### src/rtl/pipe_pkg.sv
// Shared definitions for the pipeline registers: default widths and the
// occupancy state used by the skid-buffered stages.
package pipe_pkg;
    localparam int PIPE_RD_W   = 2;
    localparam int PIPE_DATA_W = 8;
    localparam int PIPE_CNT_W  = 16;

    typedef enum logic [1:0] {
        ST_EMPTY = 2'd0,
        ST_FULL  = 2'd1,
        ST_SKID  = 2'd2
    } skid_state_e;
endpackage

### src/rtl/sat_counter.sv
// Up-counter that sticks at all-ones instead of wrapping; cleared only by reset.
module sat_counter #(
    parameter int W = 16
) (
    input  logic         clk,
    input  logic         reset,
    input  logic         inc,
    output logic [W-1:0] count
);
    logic [W-1:0] count_q;
    logic [W-1:0] count_d;

    always_comb begin
        count_d = count_q;
        if (inc && (count_q != {W{1'b1}})) begin
            count_d = count_q + {{(W-1){1'b0}}, 1'b1};
        end
    end

    always_ff @(posedge clk or posedge reset) begin
        if (reset) begin
            count_q <= '0;
        end else begin
            count_q <= count_d;
        end
    end

    assign count = count_q;
endmodule

### src/rtl/pipe_reg_mem_wb_skid.sv
// MEM/WB pipeline register with a one-entry skid buffer, synchronous flush
// and a saturating count of WB-idle cycles.
module pipe_reg_mem_wb_skid
    import pipe_pkg::*;
#(
    parameter int RD_W   = PIPE_RD_W,
    parameter int DATA_W = PIPE_DATA_W,
    parameter int CNT_W  = PIPE_CNT_W
) (
    input  logic              clk,
    input  logic              reset,
    input  logic              flush,
    input  logic              in_valid,
    output logic              in_ready,
    input  logic [RD_W-1:0]   in_rd,
    input  logic [DATA_W-1:0] in_mem,
    input  logic              in_wen,
    output logic              out_valid,
    input  logic              out_ready,
    output logic [RD_W-1:0]   out_rd,
    output logic [DATA_W-1:0] out_mem,
    output logic              out_wen,
    output logic [CNT_W-1:0]  bubble_cnt,
    output logic [1:0]        dbg_state
);
    // Handshake: a transfer happens on a rising edge where valid and ready are
    // both high; in_ready is a function of state only, so WB back-pressure never
    // reaches MEM combinationally, and out_* hold while out_valid & !out_ready.
    skid_state_e       state_q, state_d;
    logic [RD_W-1:0]   main_rd_q, main_rd_d, skid_rd_q, skid_rd_d;
    logic [DATA_W-1:0] main_mem_q, main_mem_d, skid_mem_q, skid_mem_d;
    logic              main_wen_q, main_wen_d, skid_wen_q, skid_wen_d;
    logic              in_fire, out_fire;

    assign in_ready  = (state_q != ST_SKID);
    assign out_valid = (state_q != ST_EMPTY);
    assign in_fire   = in_valid & in_ready;
    assign out_fire  = out_valid & out_ready;

    always_comb begin
        state_d    = state_q;
        main_rd_d  = main_rd_q;
        main_mem_d = main_mem_q;
        main_wen_d = main_wen_q;
        skid_rd_d  = skid_rd_q;
        skid_mem_d = skid_mem_q;
        skid_wen_d = skid_wen_q;
        if (flush) begin
            // An out_fire this cycle is still consumed; the incoming entry is dropped.
            state_d    = ST_EMPTY;
            main_rd_d  = '0;
            main_mem_d = '0;
            main_wen_d = 1'b0;
            skid_rd_d  = '0;
            skid_mem_d = '0;
            skid_wen_d = 1'b0;
        end else begin
            case (state_q)
                ST_EMPTY: begin
                    if (in_fire) begin
                        main_rd_d  = in_rd;
                        main_mem_d = in_mem;
                        main_wen_d = in_wen;
                        state_d    = ST_FULL;
                    end
                end
                ST_FULL: begin
                    if (in_fire && out_fire) begin
                        main_rd_d  = in_rd;
                        main_mem_d = in_mem;
                        main_wen_d = in_wen;
                    end else if (in_fire) begin
                        skid_rd_d  = in_rd;
                        skid_mem_d = in_mem;
                        skid_wen_d = in_wen;
                        state_d    = ST_SKID;
                    end else if (out_fire) begin
                        state_d = ST_EMPTY;
                    end
                end
                ST_SKID: begin
                    if (out_fire) begin
                        main_rd_d  = skid_rd_q;
                        main_mem_d = skid_mem_q;
                        main_wen_d = skid_wen_q;
                        state_d    = ST_FULL;
                    end
                end
                default: state_d = ST_EMPTY;
            endcase
        end
    end

    always_ff @(posedge clk or posedge reset) begin
        if (reset) begin
            state_q    <= ST_EMPTY;
            main_rd_q  <= '0;
            main_mem_q <= '0;
            main_wen_q <= 1'b0;
            skid_rd_q  <= '0;
            skid_mem_q <= '0;
            skid_wen_q <= 1'b0;
        end else begin
            state_q    <= state_d;
            main_rd_q  <= main_rd_d;
            main_mem_q <= main_mem_d;
            main_wen_q <= main_wen_d;
            skid_rd_q  <= skid_rd_d;
            skid_mem_q <= skid_mem_d;
            skid_wen_q <= skid_wen_d;
        end
    end

    assign out_rd    = main_rd_q;
    assign out_mem   = main_mem_q;
    assign out_wen   = main_wen_q & out_valid;
    assign dbg_state = state_q;

    // WB sat idle while willing to accept: a pipeline bubble.
    sat_counter #(.W(CNT_W)) u_bubble_cnt (
        .clk   (clk),
        .reset (reset),
        .inc   (~out_valid & out_ready),
        .count (bubble_cnt)
    );
endmodule

### config.mk
export PLATFORM = sky130hd
export DESIGN_NAME = pipe_reg_mem_wb_skid
export DESIGN_NICKNAME = d
export VERILOG_FILES = /design/src/rtl/pipe_pkg.sv /design/src/rtl/sat_counter.sv /design/src/rtl/pipe_reg_mem_wb_skid.sv
export SDC_FILE = /design/constraint.sdc
export NUM_CORES = 1
export LEC_CHECK = 0
export CORE_ASPECT_RATIO = 2
export CORE_MARGIN = 4
export CORE_UTILIZATION = 35
export CTS_CLUSTER_DIAMETER = 80
export DETAILED_ROUTE_END_ITERATION = 12
export DONT_BUFFER_PORTS = 1
export GPL_TIMING_DRIVEN = 0
export PLACE_DENSITY = 0.57
export SETUP_SLACK_MARGIN = 0.3
export SLEW_MARGIN = 20
export SYNTH_ARGS = -nofsm -noshare
export SYNTH_HDL_FRONTEND = slang
export SYNTH_SLANG_ARGS = --single-unit
### constraint.sdc
create_clock -name clk -period 1.6 [get_ports clk]
set_input_delay 0.16 -clock clk [delete_from_list [all_inputs] [get_ports clk]]
set_output_delay 0.16 -clock clk [all_outputs]
set_load 0.1 [all_outputs]
==> metrics.txt <==
antenna viol nets, final 0; Design Area, Final around 2800 um2; core area 5468 um2; yosys warns 0; failing checks negative setup slack; Cell Chain, Critical Path or3b_4 > nor4_4 > nand4_1 > mux2_1; starting density of the core 36.57%; Tightest Pin Transition 572.3 ps; Placed Area 2241 um2; Critical Path AT around 2100 ps; status complete, but fails checks; RSZ-0062 raised after global routing true; critical path peak fanout 8; port bufs 0; Final setup viols 37; Netlist cell types 36; critical path type flop to flop; Post-synth ARST share 100.0%; fillers 501; CP max stage delay 650 ps; fmax 515.0 MHz; reg2reg start dbg_state[1]$_DFFE_PP0P_; Worst Hold Class input pin to flop; Chip Height 114.9 um; largest net degree at the start of global routing 22; Clock Skews 8.479 ps; Yosys reg bits 40; GRT Residual Overflow 0; root buf cell clkbuf_8; clk_lat worst skew 290 ps; Crit-path slowest cell dfrtp_4; fin crit period 1942 ps; CTS Buf Count 5; DR vias 1667; number of synthesized flops with an enable pin 0; H-tree depth 2; Reg2Reg Capture Point u_bubble_cnt.count[15]$_DFFE_PP0P_; Worst Hold Path Cells 4; fin nets between 200 and 300; first-pass GRT wire length approximately 8.3 mm; Post-synth top flop dfrtp_1; Post-Syn Instances 211; DR pass1 iterations 4; Top Ports 47; total wire length a little over 5 mm; clk sink count 40; CP required approximately 1800 ps; max-slew violations 0; LEAKAGE 1.133 nW; drt initial violations 90; final std cells w/o fill ~310; antenna diode count 0; total track usage 15.54%; Final Cycle Share 121.3%; Setup crit start kind flop; WHS Endpoint dbg_state[0]$_DFFE_PP0P_; Max-slew headroom 61.85%; Die Area 7059 um2; hold path start in_valid; routed len/inst 16.34 um; CTS max path bufs 2; DIE WIDTH between 60 and 70 um; WP buf/inv 0; Final Hold Fails 0; Peak VDD IR 1389 uV; syn avg cell area 9.476 um2; Final GP Congestion 0.7566; Site Rows 38; CP top delay family simple AND/OR/NAND/NOR gates; max-capacitance violation count 0; CP endpoint kind flop; clock slew at reported path FFs 80 ps; commonest non-fill, non-tap cell in the layout nand2_1; Worst R2R Path Depth 4; Pwr Density between 1000 and 1500 nW/um2; Synth Cell Area ~2000 um2; vias per cell 5.343; vias in the first global route about 1.7k; Worst R2R Setup Slack -340 ps; initial antenna violation count 0; Seq/Total Area, Yosys 50.06%; HPWL after DPL 3.542 mm; # DRC 0; Area Overhead vs Synth 37.73%; setup ws final -341.6 ps; CTS tree done; share of cells above drive strength 1 around two fifths; cell count after placement 272; Post-Syn Nets 228; commonest cells after routing, fill and taps aside nand2_1, a21oi_1, dfrtp_4
==> cell type report <==
cell class,instances,area [um2],share of cell area [%]
clock inverters,3,18.77,0.6815
clock buffers,5,68.82,2.499
multi-input cells,157,1110,40.30
plain buffers,8,65.06,2.363
inverters,6,22.52,0.8178
well taps,60,75.07,2.726
repair buffers,33,315.3,11.45
flip-flops and latches,40,1079,39.16
==> sequential cells by signal, indices dropped and copies added (netlist names) <==
name                cells
out_mem                 8
out_rd                  2
skid_rd_q               2
dbg_state               2
main_wen_q              1
u_bubble_cnt.count     16
skid_wen_q              1
skid_mem_q              8
==> Yosys cell counts, drive strengths merged (4+ instances only) <==
master / number / area (um2)
inv: 6 / 22.52
mux2: 16 / 180.2
a21oi: 27 / 135.1
nor3: 8 / 40.04
nand3: 7 / 35.03
clkbuf: 6 / 22.52
nand4: 5 / 31.28
nor2: 8 / 30.03
dfrtp: 40 / 1001
nand2: 51 / 191.4
xor2: 4 / 35.03
==> kinds of logic (layout without fill, tap and decap cells) <==
family                   Yosys count  in the layout  synth area share (%)
AND/OR/NAND/NOR                   99             99                 25.16
flip-flops                        40             40                 50.06
multiplexers                      17             17                 9.512
buffers and inverters             14             55                 2.690
AO/OA/AOI/OAI                     33             33                 8.886
XOR/XNOR                           7              7                 3.066
adder cells (fa/ha/maj)            1              1                0.6257
==> timing repair <==
action / 4_1_cts / 5_1_grt
gates resized for setup: 39 / 8
buffers inserted: 14 / 5
setup endpoints to repair: 53 / 43
endpoints found under the hold margin: 31 / 1
pin swaps: 9 / 10
hold buffers: 12 / 1
==> metal layers <==
layer  vias up  GRT usage [%]  wire, um
li1        807              -         -
met1       806          16.42      1865
met2        50          28.29      2840
met3         4          4.831       338
met4         0          4.533        53
met5         -              0         0
==> worst max path at each step <==
stage / start / to / slack, ps / cells past startpoint
floorplan: dbg_state[1]$_DFFE_PP0P_ / u_bubble_cnt.count[15]$_DFFE_PP0P_ / -270 / 4
global placement: dbg_state[0]$_DFFE_PP0P_ / u_bubble_cnt.count[14]$_DFFE_PP0P_ / -460 / 4
detailed placement: dbg_state[0]$_DFFE_PP0P_ / u_bubble_cnt.count[12]$_DFFE_PP0P_ / -460 / 4
CTS: dbg_state[1]$_DFFE_PP0P_ / u_bubble_cnt.count[15]$_DFFE_PP0P_ / -350 / 4
global route: u_bubble_cnt.count[4]$_DFFE_PP0P_ / u_bubble_cnt.count[11]$_DFFE_PP0P_ / -410 / 6
finish: dbg_state[1]$_DFFE_PP0P_ / u_bubble_cnt.count[15]$_DFFE_PP0P_ / -340 / 4
==> power breakdown <==
group	switching (mW)	total [mW]	internal, mW
sequential	1.35	2.58	1.23
clock	0.365	0.669	0.304
combinational	0.320	0.657	0.338
==> per-stage QoR <==
step                TNS (ps)  utilization [%]  worst slack, ps  hold WS, ps  total power, mW
finish                 -7532            50.37           -341.6        128.3            3.902
global placement      -13110            40.48           -459.6        231.8            3.044
global route          -11140            50.37           -409.8        154.1            4.086
floorplan              -3225                -           -269.5        227.1            2.893
CTS                    -7562            48.74           -347.9       0.1273            3.914
detailed placement     -7862            40.98           -462.6        105.6            3.068
==> worst register-to-register path: stages, from the launching register on <==
cell and delay [ps]:
dfrtp_4 650, or3b_4 480, nor4_4 220, nand4_1 150, mux2_1 330
Power figures use the tool's default switching activity.
